--- src/rtl/sound_pkg.sv ---
// Shared types and default effect table for the sound-effect sequencer.
// A note is a tone period (10 ns units) plus a duration in ticks. Duration 0 ends the effect.
package sound_pkg;

    localparam int SND_NREQ         = 3;
    localparam int SND_MAX_NOTES    = 8;
    localparam int DEFAULT_TICK_DIV = 100000;

    typedef struct packed {
        logic [31:0] period;
        logic [7:0]  dur;
    } note_t;

    typedef note_t [SND_NREQ-1:0][SND_MAX_NOTES-1:0] rom_t;

    typedef enum logic [1:0] {
        IDLE = 2'd0,
        LOAD = 2'd1,
        PLAY = 2'd2
    } seq_state_t;

    function automatic note_t mk_note(input int unsigned per, input int unsigned dur);
        note_t n;
        n.period = per;
        n.dur    = dur[7:0];
        return n;
    endfunction

    // Effect 0 = fire, 1 = thrust, 2 = explosion. Unlisted slots are zero and end the effect.
    function automatic rom_t default_rom();
        rom_t r;
        r = '0;
        r[0][0] = mk_note(40000, 20);
        r[0][1] = mk_note(60000, 20);
        r[0][2] = mk_note(90000, 30);
        r[1][0] = mk_note(400000, 50);
        r[1][1] = mk_note(0, 10);
        r[1][2] = mk_note(400000, 50);
        r[2][0] = mk_note(800000, 80);
        r[2][1] = mk_note(1200000, 120);
        r[2][2] = mk_note(1600000, 200);
        return r;
    endfunction

    localparam rom_t EFFECT_ROM = default_rom();

endpackage

--- src/rtl/sound_tick_gen.sv ---
// Duration tick generator: one-cycle pulse every TICK_DIV cycles, restartable by a synchronous clear.
module sound_tick_gen
    import sound_pkg::*;
#(
    parameter int TICK_DIV = DEFAULT_TICK_DIV
) (
    input  logic clock100,
    input  logic reset_n,
    input  logic clear,
    output logic tick
);

    localparam logic [31:0] LAST = 32'(TICK_DIV - 1);

    logic [31:0] cnt;

    assign tick = (cnt == LAST) && !clear;

    always_ff @(posedge clock100 or negedge reset_n) begin
        if (!reset_n) begin
            cnt <= '0;
        end else if (clear || tick) begin
            cnt <= '0;
        end else begin
            cnt <= cnt + 32'd1;
        end
    end

endmodule

--- src/rtl/sound_effect_sequencer.sv ---
// Priority arbiter and note sequencer driving the square-wave tone generator.
// Requests latch into pending; the highest pending index launches or preempts an equal/lower effect.
module sound_effect_sequencer
    import sound_pkg::*;
#(
    parameter int NREQ      = SND_NREQ,
    parameter int MAX_NOTES = SND_MAX_NOTES,
    parameter int TICK_DIV  = DEFAULT_TICK_DIV,
    parameter note_t [NREQ-1:0][MAX_NOTES-1:0] ROM = EFFECT_ROM,
    localparam int IDW = (NREQ > 1) ? $clog2(NREQ) : 1,
    localparam int NSW = (MAX_NOTES > 1) ? $clog2(MAX_NOTES) : 1,
    localparam int NIW = $clog2(MAX_NOTES + 1)
) (
    input  logic            clock100,
    input  logic            reset_n,
    input  logic [NREQ-1:0] req,
    input  logic            mute,
    output logic [31:0]     period,
    output logic            aud_en,
    output logic            busy,
    output logic [IDW-1:0]  active_id,
    output seq_state_t      dbg_state
);

    seq_state_t      state, state_nx;
    logic [NREQ-1:0] pending, pending_nx, clr_mask;
    logic [IDW-1:0]  sel, active_id_nx;
    logic [NIW-1:0]  note_idx, note_idx_nx;
    logic [7:0]      dur_cnt, dur_cnt_nx;
    logic [31:0]     period_nx;
    logic            sounding, sounding_nx;
    logic            tick, tick_clr, launch, any_pending, can_preempt;
    note_t           note;

    sound_tick_gen #(.TICK_DIV(TICK_DIV)) u_tick (
        .clock100 (clock100),
        .reset_n  (reset_n),
        .clear    (tick_clr),
        .tick     (tick)
    );

    always_comb begin
        sel = '0;
        for (int i = 0; i < NREQ; i++) begin
            if (pending[i]) sel = IDW'(i);
        end
    end

    assign any_pending = |pending;
    assign can_preempt = any_pending && (sel >= active_id);
    // Index MAX_NOTES is past the table and reads as an end marker.
    assign note = (note_idx < NIW'(MAX_NOTES)) ? ROM[active_id][note_idx[NSW-1:0]] : '0;
    assign dbg_state = state;

    always_comb begin
        state_nx     = state;
        active_id_nx = active_id;
        note_idx_nx  = note_idx;
        dur_cnt_nx   = dur_cnt;
        period_nx    = period;
        sounding_nx  = sounding;
        tick_clr     = 1'b0;
        launch       = 1'b0;
        clr_mask     = '0;
        case (state)
            IDLE: launch = any_pending;
            LOAD: begin
                if (can_preempt) begin
                    launch = 1'b1;
                end else if (note.dur == 8'd0) begin
                    sounding_nx = 1'b0;
                    state_nx    = IDLE;
                end else begin
                    period_nx   = note.period;
                    sounding_nx = (note.period != '0);
                    dur_cnt_nx  = note.dur;
                    tick_clr    = 1'b1;
                    state_nx    = PLAY;
                end
            end
            PLAY: begin
                if (can_preempt) begin
                    launch = 1'b1;
                end else if (tick) begin
                    dur_cnt_nx = dur_cnt - 8'd1;
                    if (dur_cnt == 8'd1) begin
                        note_idx_nx = note_idx + NIW'(1);
                        state_nx    = LOAD;
                    end
                end
            end
            default: state_nx = IDLE;
        endcase
        if (launch) begin
            active_id_nx  = sel;
            clr_mask[sel] = 1'b1;
            note_idx_nx   = '0;
            state_nx      = LOAD;
        end
        // A request arriving while its own slot is being launched stays latched.
        pending_nx = (pending & ~clr_mask) | req;
    end

    always_ff @(posedge clock100 or negedge reset_n) begin
        if (!reset_n) begin
            state     <= IDLE;
            pending   <= '0;
            active_id <= '0;
            note_idx  <= '0;
            dur_cnt   <= '0;
            period    <= '0;
            sounding  <= 1'b0;
            aud_en    <= 1'b0;
            busy      <= 1'b0;
        end else begin
            state     <= state_nx;
            pending   <= pending_nx;
            active_id <= active_id_nx;
            note_idx  <= note_idx_nx;
            dur_cnt   <= dur_cnt_nx;
            period    <= period_nx;
            sounding  <= sounding_nx;
            aud_en    <= sounding_nx && !mute;
            busy      <= (state_nx != IDLE);
        end
    end

endmodule

--- config.mk ---
export PLATFORM = sky130hd
export DESIGN_NAME = sound_effect_sequencer
export DESIGN_NICKNAME = d
export VERILOG_FILES = /design/src/rtl/sound_pkg.sv /design/src/rtl/sound_tick_gen.sv /design/src/rtl/sound_effect_sequencer.sv
export SDC_FILE = /design/constraint.sdc
export NUM_CORES = 1
export LEC_CHECK = 0
export BUFFER_PORTS_ARGS = -buffer_cell sky130_fd_sc_hd__buf_4
export CAP_MARGIN = 20
export CORE_MARGIN = 3
export CORE_UTILIZATION = 50
export CTS_CLUSTER_DIAMETER = 100
export DETAILED_ROUTE_END_ITERATION = 12
export PLACE_DENSITY = 0.7
export SLEW_MARGIN = 40
export SYNTH_ARGS = -nofsm -noshare
export SYNTH_HDL_FRONTEND = slang
export SYNTH_SLANG_ARGS = --single-unit
--- constraint.sdc ---
create_clock -name clock100 -period 8.3 [get_ports clock100]
set_clock_uncertainty 0.05 [all_clocks]
set_input_delay 0.415 -clock clock100 [delete_from_list [all_inputs] [get_ports clock100]]
set_output_delay 0.415 -clock clock100 [all_outputs]
set_load 0.005 [all_outputs]
Word level (Yosys, flattened, before mapping)
Index checks and enable logic that the tools add are counted.
- register bits: 86
- input port bits: 6
- equality and inequality tests: 9
- $add $sub $neg: 3
- bitwise logic cells: 5
- mux-type cells: 36
- reduce and logical (&&, ||, !) cells: 20
- magnitude comparators: 6
- operators with widths (operator ; number):
    $bmux 320 s2 ; 1
    $mux 320 ; 1
    $bmux 40 s3 ; 1
    $mux 40 ; 2
    $add 32x1->32 const B ; 1
    $eq 32x17->1 const B ; 1
    $mux 32 ; 1
    $mux 8 ; 4
    $reduce_bool 32->1 ; 1
    $mux 4 ; 5
    $pmux 8 s2 ; 1
    $mux 2 ; 7
    $reduce_bool 2->1 ; 5
    $mux 1 ; 9
    $eq 8x1->1 const B ; 1
    $logic_not 8->1 ; 1
    $ne 2x2->1 const B ; 4
    $sub 8x1->8 const B ; 1
    $lt 2x3->1 const B ; 2
    $pmux 2 s3 ; 1
    $reduce_and 5->1 ; 1
    $add 4x1->4 const B ; 1
    $logic_and 1x1->1 ; 4
    $lt 3x4->1 const B ; 1
    20 further kinds ; 22

Depth between registers and ports, before layout
Gate-level depths: netlist of run 1.
- depth after elaboration: 16
- mapped depth: 9
- depth with buffers taken out: 8

Cells and area by module
Synthesis of run 1 repeated with hierarchy kept, for this count alone.
- cells, all modules: 463
- area, all modules: 4265.3 µm²
- by module, submodules not included (module ; area each (µm²) ; cells each ; times used):
    sound_effect_sequencer ; 2524.9 ; 280 ; 1
    sound_tick_gen ; 1740.4 ; 183 ; 1

Worst setup path after synthesis of run 1
No wires, ideal clock.
- kind: flip-flop to flip-flop
- start point: register active_id[0]
- end point: register period[12]
- data arrival time: 2507 ps
- cell stages (with the launch flop): 9
- required time: 8125 ps
- path slack: 5618 ps
- cells stage by stage: dfrtp_1 -> inv_1 -> ha_1 -> or2_2 -> o311ai_0 -> nand4_1 -> nand2b_1 -> buf_1 -> mux2_2
- cells in the longest elaborated chain, start to end: 8
- elaborated cells on any way between the ends: 11
- classes of those cells: 1 x order compare; 5 x mux; 2 x bitwise; 3 x reduce/logical
- RTL lines (item ; line ; source):
    start: declaration ; sound_effect_sequencer.sv:21 ; output logic [IDW-1:0] active_id,
    start signal: assignment ; sound_effect_sequencer.sv:118 ; active_id <= active_id_nx;
    $bmux 320 s2 ; sound_effect_sequencer.sv:52 ; assign note = (note_idx < NIW'(MAX_NOTES)) ? ROM[active_id][note_idx[NSW-1:0]] : '0;
    $mux 320 (not written as such) ; sound_effect_sequencer.sv:52 ;
    $bmux 40 s3 ; sound_effect_sequencer.sv:52 ;
    $mux 40 (not written as such) ; sound_effect_sequencer.sv:52 ;
    $mux 40 ; sound_effect_sequencer.sv:52 ;
    $logic_not 8->1 ; sound_effect_sequencer.sv:70 ; end else if (note.dur == 8'd0) begin
    $not 1->1 (no line) ; - ;
    $reduce_and 3->1 (no line) ; - ;
    end signal: assignment ; sound_effect_sequencer.sv:121 ; period <= period_nx;
    end: declaration ; sound_effect_sequencer.sv:18 ; output logic [31:0] period,
Several ways; a longest one is shown, not always the timed one. The select of a mux whose other input is x is not followed.
A chain may end at the register's enable or synchronous reset.

Worst setup path in the final report of run 1
- start point: register active_id[0]
- end point: register u_tick.cnt[24]
- cells in the longest elaborated chain, start to end: 13
- elaborated cells on any way between the ends: 15
- classes of those cells: 1 x order compare; 9 x mux; 5 x reduce/logical
- RTL lines (item ; line ; source):
    $bmux 320 s2 ; sound_effect_sequencer.sv:52 ;
    $mux 320 (not written as such) ; sound_effect_sequencer.sv:52 ;
    $bmux 40 s3 ; sound_effect_sequencer.sv:52 ;
    $mux 40 (not written as such) ; sound_effect_sequencer.sv:52 ;
    $mux 40 ; sound_effect_sequencer.sv:52 ;
    $logic_not 8->1 ; sound_effect_sequencer.sv:70 ;
    $mux 1 ; sound_effect_sequencer.sv:70 ;
    $mux 1 * ; sound_effect_sequencer.sv:68 ; if (can_preempt) begin
    $mux 1 * ; sound_effect_sequencer.sv:65 ; case (state)
    $logic_not 1->1 ; sound_tick_gen.sv:17 ; assign tick = (cnt == LAST) && !clear;
    $logic_and 1x1->1 ; sound_tick_gen.sv:17 ;
    $logic_or 1x1->1 * ; sound_tick_gen.sv:22 ; end else if (clear || tick) begin
    $mux 32 * ; sound_tick_gen.sv:22 ;
    end signal: assignment ; sound_tick_gen.sv:25 ; cnt <= cnt + 32'd1;
    end: declaration ; sound_tick_gen.sv:15 ; logic [31:0] cnt;
Every way passes the cells marked *; elsewhere a longest branch is shown, timed or not. The select of a mux whose other input is x is not followed.

==> summary.md, run 1 <==
| Metric | Value |
|---|---|
| Status | finished, final reports clean |
| Count of different cell masters after synthesis | 58 |
| Register area share after synthesis | 42.68% |
| Initial Util | between 50% and 60% |
| Grt peak-use layer | met2 |
| 1st-pass router iterations | 4 |
| Comb pwr share | about 44% |
| Post-Layout Cell Count | 569 |
| Antenna violations before repair | 0 |
| Clock buffer depth | 2 |
| Post-synth top area share | between 40% and 50% |
| Port bufs | 28 |
| CP bufs+invs | 1 |
| Die Y-Extent | 95.95 um |
| Share of layout cells above drive strength 1 | between 10% and 20% |
| Setup TNS | 0 ps |
| Via count | between 3,000 and 4,000 |
| Max-Slew Margin vs Limit | 49.85% |
| CTS tree | done |
| Crit-path max cell delay | 540 ps |
| Clock transition at the registers of the reported paths | ~80 ps |
| Crit path capture type | register |
| Num rows | 32 |
| Root buffer cell | clkbuf_8 |
| Final Critical Period | 3367 ps |
| Max_cap viols | 0 |
| YS warnings | 0 |
| H-tree level count | 3 |
| Area grow syn2layout | 9.898% |
| Post-synth EDFFs | 0 |
| Mapped Area | around 4000 um2 |
| Hold-fix buffers, CTS | 0 |
| Final Cycle Share | around two fifths |
| Final Hold Viols | 0 |
| Post-Route Utilization | 56.94% |
| Finish-stage setup viols | 0 |
| Final WL | 8235 um |
| Cell family with most CP delay | simple AND/OR/NAND/NOR gates |
| Gr usage total | 19.56% |
| Met3 usage | 4.300% |
| Fin nets | 482 |
| Placed cells | approximately 550 |
| Die area | around 9200 um2 |
| Routing usage on met2 | between 30% and 40% |
| Largest net degree at the start of global routing | 70 |
| Switching power | 0.5465 mW |
| Met1 usage | 26.82% |
| Final ANT Viol Nets | 0 |
| Drt wl/cell | 14.47 um |
| Clock share of power | a little over a fifth |
| Slowest cell on crit path | dfrtp_1 |
| VDD IR max | between 0.15 and 0.2 mV |
| Pint | 0.7769 mW |
| Leakage | 1.990 nW |
| Simple-Gate Fraction of Synth Area | around 23% |
| Via/cell ratio | 5.520 |
| Ant. Diodes | 0 |
| Sequential fraction of design power | 35.5% |
| Least-Margin Pin Slew | about 750 ps |
| Synth area leaders | dfrtp_1 43%, nor2_1 5.2%, ha_1 4.3% |
| RSZ-0062 raised after global routing | no |
| Post-detail-place hpwl | 5824 um |
| Predominant post-synthesis flop cell | dfrtp_1 |
| First-pass GRT wire length | approximately 14,000 um |
| DRC violations left | 0 |
| Hold crit path type | input port to async pin |
| Average size of a mapped cell | 9.111 um2 |
| Post-synth top area cell | dfrtp_1 |
| Crit Path Class | register to register |
| Crit path DAT | 3580 ps |
| Clk_lat worst skew | ~350 ps |
| Vias in the first global route | 3,019 |
| Fillers | 689 |
| Sinks on Clock Net | 69 |
| Fmax | 297.0 MHz |
| Ports | 44 |
| Largest family of logic cells by synthesized area | simple AND/OR/NAND/NOR gates |
| Pwr Density | 297.7 nW/um2 |
| GP Congestion | 0.9331 |
| Xor and xnor area share after synthesis | 6.279% |
| CP Cell Sequence | inv_1 -> ha_1 -> or2_2 -> o311ai_0 -> nand4_1 -> nand2b_2 -> nand2_2 -> nor2_1 |
| Max-slew violation count | 0 |
| Total gr overflow | 0 |
| Post-CTS Setup Bufs | 0 |
| Async set-or-reset flop fraction in the synthesized netlist | between 90% and 100% |
| Mux contribution to synthesized area | 2.629% |
| Post_cts resized | 0 |
| CP max FO | 31 |
| Sw Share | 41.30% |
| Die W | 95.95 um |
| Syn Inst Count | ~440 |
| Post-synthesis register bit count | 69 |
| CTS Buf Count | 9 |
| WP data required | between 8000 and 9000 ps |
| Post-synthesis compound-gate area fraction | 15.06% |
| Iter 0 DRT Violations | 159 |
| Worst setup SP type | register |
| Area share of fa/ha/maj cells after synthesis | around 4.3% |
| Total core area | 7807 um2 |
[Yosys cell counts (2+ instances only)]
library cell / n
dfrtp_1: 69
o211ai_1: 2
nand2b_1: 10
nor3b_1: 4
o21a_1: 2
o21bai_1: 3
nand3b_1: 2
a21o_1: 6
a211oi_1: 3
nand2_1: 35
inv_1: 14
nand3_1: 11
nor2b_1: 6
xnor2_1: 16
nand4_1: 11
or3_1: 3
a21oi_1: 12
nor2_1: 56
or2_2: 4
and3b_1: 2
and3_1: 7
o31ai_1: 5
and2_1: 2
a21boi_0: 4
buf_1: 2
and4_1: 4
buf_4: 17
o21ai_1: 6
o22ai_1: 3
o21ai_0: 25
a31oi_1: 7
nor4_1: 4
nor4b_1: 2
clkbuf_1: 15
xor2_1: 13
nor3_1: 12
or4_1: 3
ha_1: 14
mux2i_1: 5
mux2_2: 5
[sequential cells by signal, indices dropped and copies added, names as in the netlist]
| signal | count |
|---|---|
| sounding | 1 |
| period | 15 |
| dur_cnt | 8 |
| u_tick.cnt | 32 |
| pending | 3 |
| dbg_state | 2 |
| busy | 1 |
| note_idx | 4 |
| active_id | 2 |
| aud_en | 1 |
[kinds of logic (layout without fill, tap and decap cells)]
group                    after synthesis  count (layout)
AO/OA/AOI/OAI                         91              91
XOR/XNOR                              29              29
adder cells (fa/ha/maj)               14              14
buffers and inverters                 49              58
flip-flops                            69              69
multiplexers                          10              10
other                                  1              15
AND/OR/NAND/NOR                      181             181
[metal layers]
metal	up-vias	share of wire (%)
met1	1496	50
met3	20	3.5
met5	-	0
li1	1565	-
met2	60	45
met4	0	2.2
[worst paths after layout]
kind	start	endpoint	slack, ps	cells after the start
hold / removal	reset_n	period[17]$_DFFE_PN0P_	10	1
min in group clock100	mute	aud_en$_DFF_PN0_	180	2
setup reg to reg	active_id[0]$_DFFE_PN0P_	u_tick.cnt[24]$_DFF_PN0_	4930	8
setup / recovery	active_id[0]$_DFFE_PN0P_	u_tick.cnt[24]$_DFF_PN0_	4930	8
hold reg to reg	period[10]$_DFFE_PN0P_	period[10]$_DFFE_PN0P_	430	2
max in group asynchronous	reset_n	note_idx[1]$_DFFE_PN0P_	7740	1
[per-stage QoR]
step	setup slack [ps]	power (mW)	instance area, um2	hold WS (ps)
CTS	4956	1.331	4446	33.60
global placement	4407	1.030	4239	407.5
global route	4576	1.429	4446	67.20
floorplan	5618	0.8911	4098	69.41
detailed placement	4999	1.051	4248	415.6
finish	4933	1.323	4446	10.10
[placed cells by master (no fill, tap or decap), types with 6 or more instances in the layout]
cell type and count:
nand2_1 34, nor2_1 56, o21ai_1 6, xnor2_1 16, inv_1 14, a21oi_1 12, and3_1 7, nand3_1 11
ha_1 14, buf_4 27, nand2b_1 9, nand4_1 11, nor2b_1 6, conb_1 15, a31oi_1 7, nor3_1 12
dfrtp_1 69, xor2_1 13, o21ai_0 25, clkbuf_8 9, a21o_1 6
[layout make-up]
| cell class | count | area (um2) | area share [%] |
|---|---|---|---|
| tap | 102 | 127.6 | 2.871 |
| clock inverter | 7 | 73.82 | 1.661 |
| clock buffer | 9 | 123.9 | 2.786 |
| inverter | 14 | 52.55 | 1.182 |
| multi-input combinational | 340 | 2127 | 47.85 |
| sequential | 69 | 1727 | 38.84 |
| timing repair buffer | 28 | 214.0 | 4.813 |
[power groups by stage]
stage / sequential (mW) / combinational (mW) / clock (mW)
final: 0.469 / 0.576 / 0.278
after global routing: 0.482 / 0.649 / 0.298
after CTS: 0.470 / 0.578 / 0.283
after detailed placement: 0.476 / 0.575 / 0
after global placement: 0.471 / 0.559 / 0
after floorplan: 0.466 / 0.426 / 0
(Power assumes the default switching activity.)
==> inputs of run 2 (changes only) <==
clock period = 3.2 ns   (was 8.3 ns; I/O delays follow)
==> summary.md, run 2 (same netlist as run 1, synthesis figures left out) <==
| Metric | Value |
|---|---|
| Status | finished, final reports clean |
| Fin nets | 495 |
| Die Y-Extent | 95.95 um |
| Least-Margin Pin Slew | 623.2 ps |
| Initial Util | around 52% |
| Crit Path Class | register to register |
| Biggest register | u_tick.cnt |
| Total core area | 7807 um2 |
| Area grow syn2layout | 13.11% |
| Clk_lat worst skew | 350 ps |
| CP max FO | 21 |
| Pwr Density | 781.7 nW/um2 |
| Max-Slew Margin vs Limit | 58.13% |
| Ant. Diodes | 0 |
| Port bufs | 28 |
| 1st-pass router iterations | 4 |
| Post-Route Utilization | between 50% and 60% |
| Root buffer cell | clkbuf_8 |
| Via/cell ratio | 5.514 |
| Crit path DAT | around 3000 ps |
| Fmax | about 350 MHz |
| Vias in the first global route | 3,092 |
| Antenna violations before repair | 0 |
| Finish-stage setup viols | 0 |
| Hold crit path type | input port to async pin |
| Setup TNS | 0 ps |
| Post-CTS Setup Bufs | 0 |
| Clock buffer depth | 2 |
| Max_cap viols | 0 |
| Num rows | 32 |
| Hold-fix buffers, CTS | 5 |
| Commonest non-fill, non-tap cells in the layout | 69 x dfrtp_1, 56 x nor2_1, 35 x nand2_1, 35 x buf_4, 25 x o21ai_0 |
| R2r setup slk | 380 ps |
| Final Hold Viols | 0 |
| DRC violations left | 0 |
| VDD IR max | around 0.42 mV |
| Die W | about 96 um |
| Most common cell after layout, fill and taps aside | dfrtp_1 |
| Final Critical Period | 2820 ps |
| Worst flop-to-flop path endpoint | period[18]$_DFFE_PN0P_ |
| Post-detail-place hpwl | 6067 um |
| Via count | 3,209 |
| Leakage | 2.061 nW |
| Worst setup SP type | register |
| Crit path capture type | register |
| Clock transition at the registers of the reported paths | 80 ps |
| Post_cts resized | 0 |
| Cell area after layout | 4576 um2 |
| Final ANT Viol Nets | 0 |
| Worst R2R Start | active_id[1]$_DFFE_PN0P_ |
| Drt wl/cell | 14.75 um |
| CTS tree | done |
| Largest net degree at the start of global routing | 70 |
| R2R cell count | 8 |
| RSZ-0062 raised after global routing | no |
| Sinks on Clock Net | 69 |
| First-pass GRT wire length | between 10,000 and 15,000 um |
| Largest registers | u_tick.cnt (32), period (15), dur_cnt (8) |
| Final Cycle Share | between 80 and 90% |
| Total gr overflow | 0 |
| Max FFs per register | 32 |
| GP Congestion | ~0.84 |
| Ports | 44 |
| Cell Area, Placed | 4303 um2 |
| H-tree level count | 3 |
| Max-slew violation count | 0 |
| WP data required | 3390 ps |
| Gr usage total | 20.75% |
| Final WL | 8582 um |
| Die area | 9205 um2 |
| Share of layout cells above drive strength 1 | 14.17% |
| CTS Buf Count | 9 |
| Iter 0 DRT Violations | 125 |
[run 2: cell type report]
cell class / count / area, um2
Inverter: 14 / 52.55
Multi-Input combinational cell: 340 / 2122
Sequential cell: 69 / 1727
Clock inverter: 7 / 98.84
Tap cell: 102 / 127.6
Timing Repair Buffer: 41 / 324.1
Fill cell: 696 / 3232
Clock buffer: 9 / 123.9
[run 2: worst max path at each step]
stage | slack, ps | to | startpoint | cells past startpoint
2_1_floorplan | 520 | period[12]$_DFFE_PN0P_ | active_id[0]$_DFFE_PN0P_ | 8
3_3_place_gp | 580 | period[18]$_DFFE_PN0P_ | active_id[1]$_DFFE_PN0P_ | 8
3_5_place_dp | 400 | period[8]$_DFFE_PN0P_ | active_id[1]$_DFFE_PN0P_ | 8
4_1_cts | 380 | period[18]$_DFFE_PN0P_ | active_id[1]$_DFFE_PN0P_ | 8
5_1_grt | 240 | period[8]$_DFFE_PN0P_ | active_id[1]$_DFFE_PN0P_ | 8
6_report | 380 | period[18]$_DFFE_PN0P_ | active_id[1]$_DFFE_PN0P_ | 8
[run 2: per-layer routing]
layer	GRT usage, %	vias to the layer above	wire length (um)
met4	8.057	0	112
met1	28.98	1538	4176
met2	31.91	75	3932
met5	0	-	0
li1	-	1584	-
met3	3.909	12	361
[run 2: stage by stage]
stage,setup WS (ps),cells,power (mW),hold WS (ps)
finish,380.5,582,3.577,336.9
global route,242.1,582,3.877,398.6
CTS,382.6,582,3.601,341.2
detailed placement,402.0,561,2.782,156.9
global placement,578.5,561,2.744,279.3
floorplan,518.1,458,2.311,-185.6
[run 2: critical path, cell delays in order, from the launching register on]
cell      delay [ps]
dfrtp_1          470
inv_1            150
ha_1             280
or2_2            290
o311ai_0         370
nand4_1          270
nand2b_1         200
buf_4            270
mux2_2           360
[run 2: where the power goes]
group	internal [mW]	switching (mW)
clock network	0.442	0.355
registers	1.06	0.152
logic	0.638	0.930
==> inputs of run 3 (changes only) <==
CORE_ASPECT_RATIO = 0.8   (was not set)
PLACE_DENSITY = 0.68   (was 0.7)
clock period = 3.55 ns   (was 3.2 ns; I/O delays follow)
==> summary.md, run 3 (same netlist as run 1, synthesis figures left out) <==
| Metric | Value |
|---|---|
| Final Critical Period | 2855 ps |
| WP data required | 3730 ps |
| Seq. cell area | roughly 1700 um2 |
| Fin nets | 491 |
| Area occupied by multi-input gates | 2125 um2 |
| Largest registers | u_tick.cnt (32), period (15), dur_cnt (8) |
| VDD IR max | 0.3966 mV |
| Drt wl/cell | 14.42 um |
| CTS Buf Count | 9 |
| Ports | 44 |
| Most common cell after layout, fill and taps aside | dfrtp_1 |
| R2r setup slk | 690 ps |
| GP Congestion | 0.8578 |
| Max FFs per register | 32 |
| Crit Path Class | register to register |
| Die Y-Extent | 86.45 um |
| Final Power | 3.199 mW |
| Initial Util | 52.97% |
| Final Hold Viols | 0 |
| Ant. Diodes | 0 |
| First-pass GRT wire length | about 15,000 um |
| Crit path DAT | 3030 ps |
| Via/cell ratio | between 5 and 6 |
| Max-Slew Margin vs Limit | 58.15% |
| DRC violations left | 0 |
| Share of layout cells above drive strength 1 | 13.26% |
| Hold crit path type | input port to async pin |
| Via count | around 3,200 |
| Antenna violations before repair | 0 |
| Port bufs | 28 |
| Die W | between 100 and 150 um |
| Post_cts resized | 0 |
| Clk_lat worst skew | 340 ps |
| Max_cap viols | 0 |
| Worst flop-to-flop path endpoint | period[12]$_DFFE_PN0P_ |
| H-tree level count | 3 |
| CP Launch Point | active_id[0]$_DFFE_PN0P_ |
| Fmax | about 350 MHz |
| Post-detail-place hpwl | 5888 um |
| Die area | about 9000 um2 |
| Largest net degree at the start of global routing | 70 |
| Total core area | 7637 um2 |
| Fillers | 700 |
| Iter 0 DRT Violations | 100 |
| RSZ-0062 raised after global routing | no |
| Finish-stage setup viols | 0 |
| Crit path capture type | register |
| Max-slew violation count | 0 |
| Final WL | 8365 um |
| Setup TNS | 0 ps |
| Biggest register | u_tick.cnt |
| Final Cycle Share | between 80% and 90% |
| Clock buffer depth | 2 |
| Area grow syn2layout | 12.62% |
| Leakage | 2.040 nW |
| Vias in the first global route | 2,982 |
| Worst setup SP type | register |
| Clock transition at the registers of the reported paths | ~70 ps |
| Final ANT Viol Nets | 0 |
| R2R cell count | 8 |
| CTS tree | done |
| Pwr Density | approximately 700 nW/um2 |
| Commonest non-fill, non-tap cells in the layout | 69 x dfrtp_1, 56 x nor2_1, 35 x nand2_1 |
| Num rows | 28 |
| Root buffer cell | clkbuf_8 |
| Worst R2R Start | active_id[0]$_DFFE_PN0P_ |
| Gr usage total | 19.75% |
| Worst setup path endpoint | period[12]$_DFFE_PN0P_ |
| Sinks on Clock Net | 69 |
| Least-Margin Pin Slew | slightly above 600 ps |
| Total gr overflow | 0 |
| 1st-pass router iterations | 4 |
| CP max FO | 29 |
| Status | finished, final reports clean |
## run 3: cell types whose count changed in the layout (fill, tap and decap cells not counted), sizes merged
cell,delta
buf,-4
clkbuf,+2
clkinv,-2
inv,-1
## run 3: worst min path at each step
stage,cells after the start,endpoint,slack [ps],startpoint
floorplan,0,active_id[0]$_DFFE_PN0P_,-170,reset_n
global placement,2,aud_en$_DFF_PN0_,280,mute
detailed placement,1,period[17]$_DFFE_PN0P_,170,reset_n
CTS,2,period[5]$_DFFE_PN0P_,370,reset_n
global route,2,period[20]$_DFFE_PN0P_,410,reset_n
finish,2,period[20]$_DFFE_PN0P_,340,reset_n
## run 3: report_power, final
group	internal [mW]	total, mW	leakage (nW)	switching (mW)
Combinational	0.579	1.40	1.03	0.825
Sequential	0.955	1.10	0.907	0.143
Clock	0.410	0.697	0.105	0.287
## run 3: metrics by stage
step	cells	hold slack [ps]	util [%]	cell area (um2)	setup WS, ps
floorplan	458	-168.1	-	4098	868.1
global placement	560	278.6	56.11	4285	826.3
detailed placement	560	172.3	56.16	4289	728.1
CTS	580	372.9	59.62	4553	696.4
global route	580	410.3	59.65	4556	422.5
finish	580	336.4	59.65	4556	694.7
## run 3: what timing repair did
action | 4_1_cts | 5_1_grt
hold buffers | 5 | 0
hold endpoints to repair | 73 | 0
buffers inserted | 0 | 0
## run 3: cell type report
cell class                      instances  share of cell area, %
Clock buffer                           11                  3.104
Sequential cell                        69                  37.90
Timing Repair Buffer                   37                  6.729
Tap cell                              105                  2.884
Clock inverter                          4                  1.593
Inverter                               14                  1.154
Multi-Input combinational cell        340                  46.64
## run 3: layer usage
| metal | vias to the layer above | track usage (%) | share of wire, % |
|---|---|---|---|
| met5 | - | 0 | 0 |
| met4 | 0 | 4.065 | 0.68 |
| met3 | 7 | 5.063 | 4.5 |
| met2 | 65 | 27.43 | 40 |
| met1 | 1509 | 30.96 | 55 |
| li1 | 1584 | - | - |
## run 3: worst max-delay path, cell delays in order, from the launching register on
cell and delay [ps]:
dfrtp_1 530, inv_1 150, ha_1 300, or2_2 310, o311ai_0 350, nand4_1 260, nand2b_1 240, buf_12 190
mux2_2 350
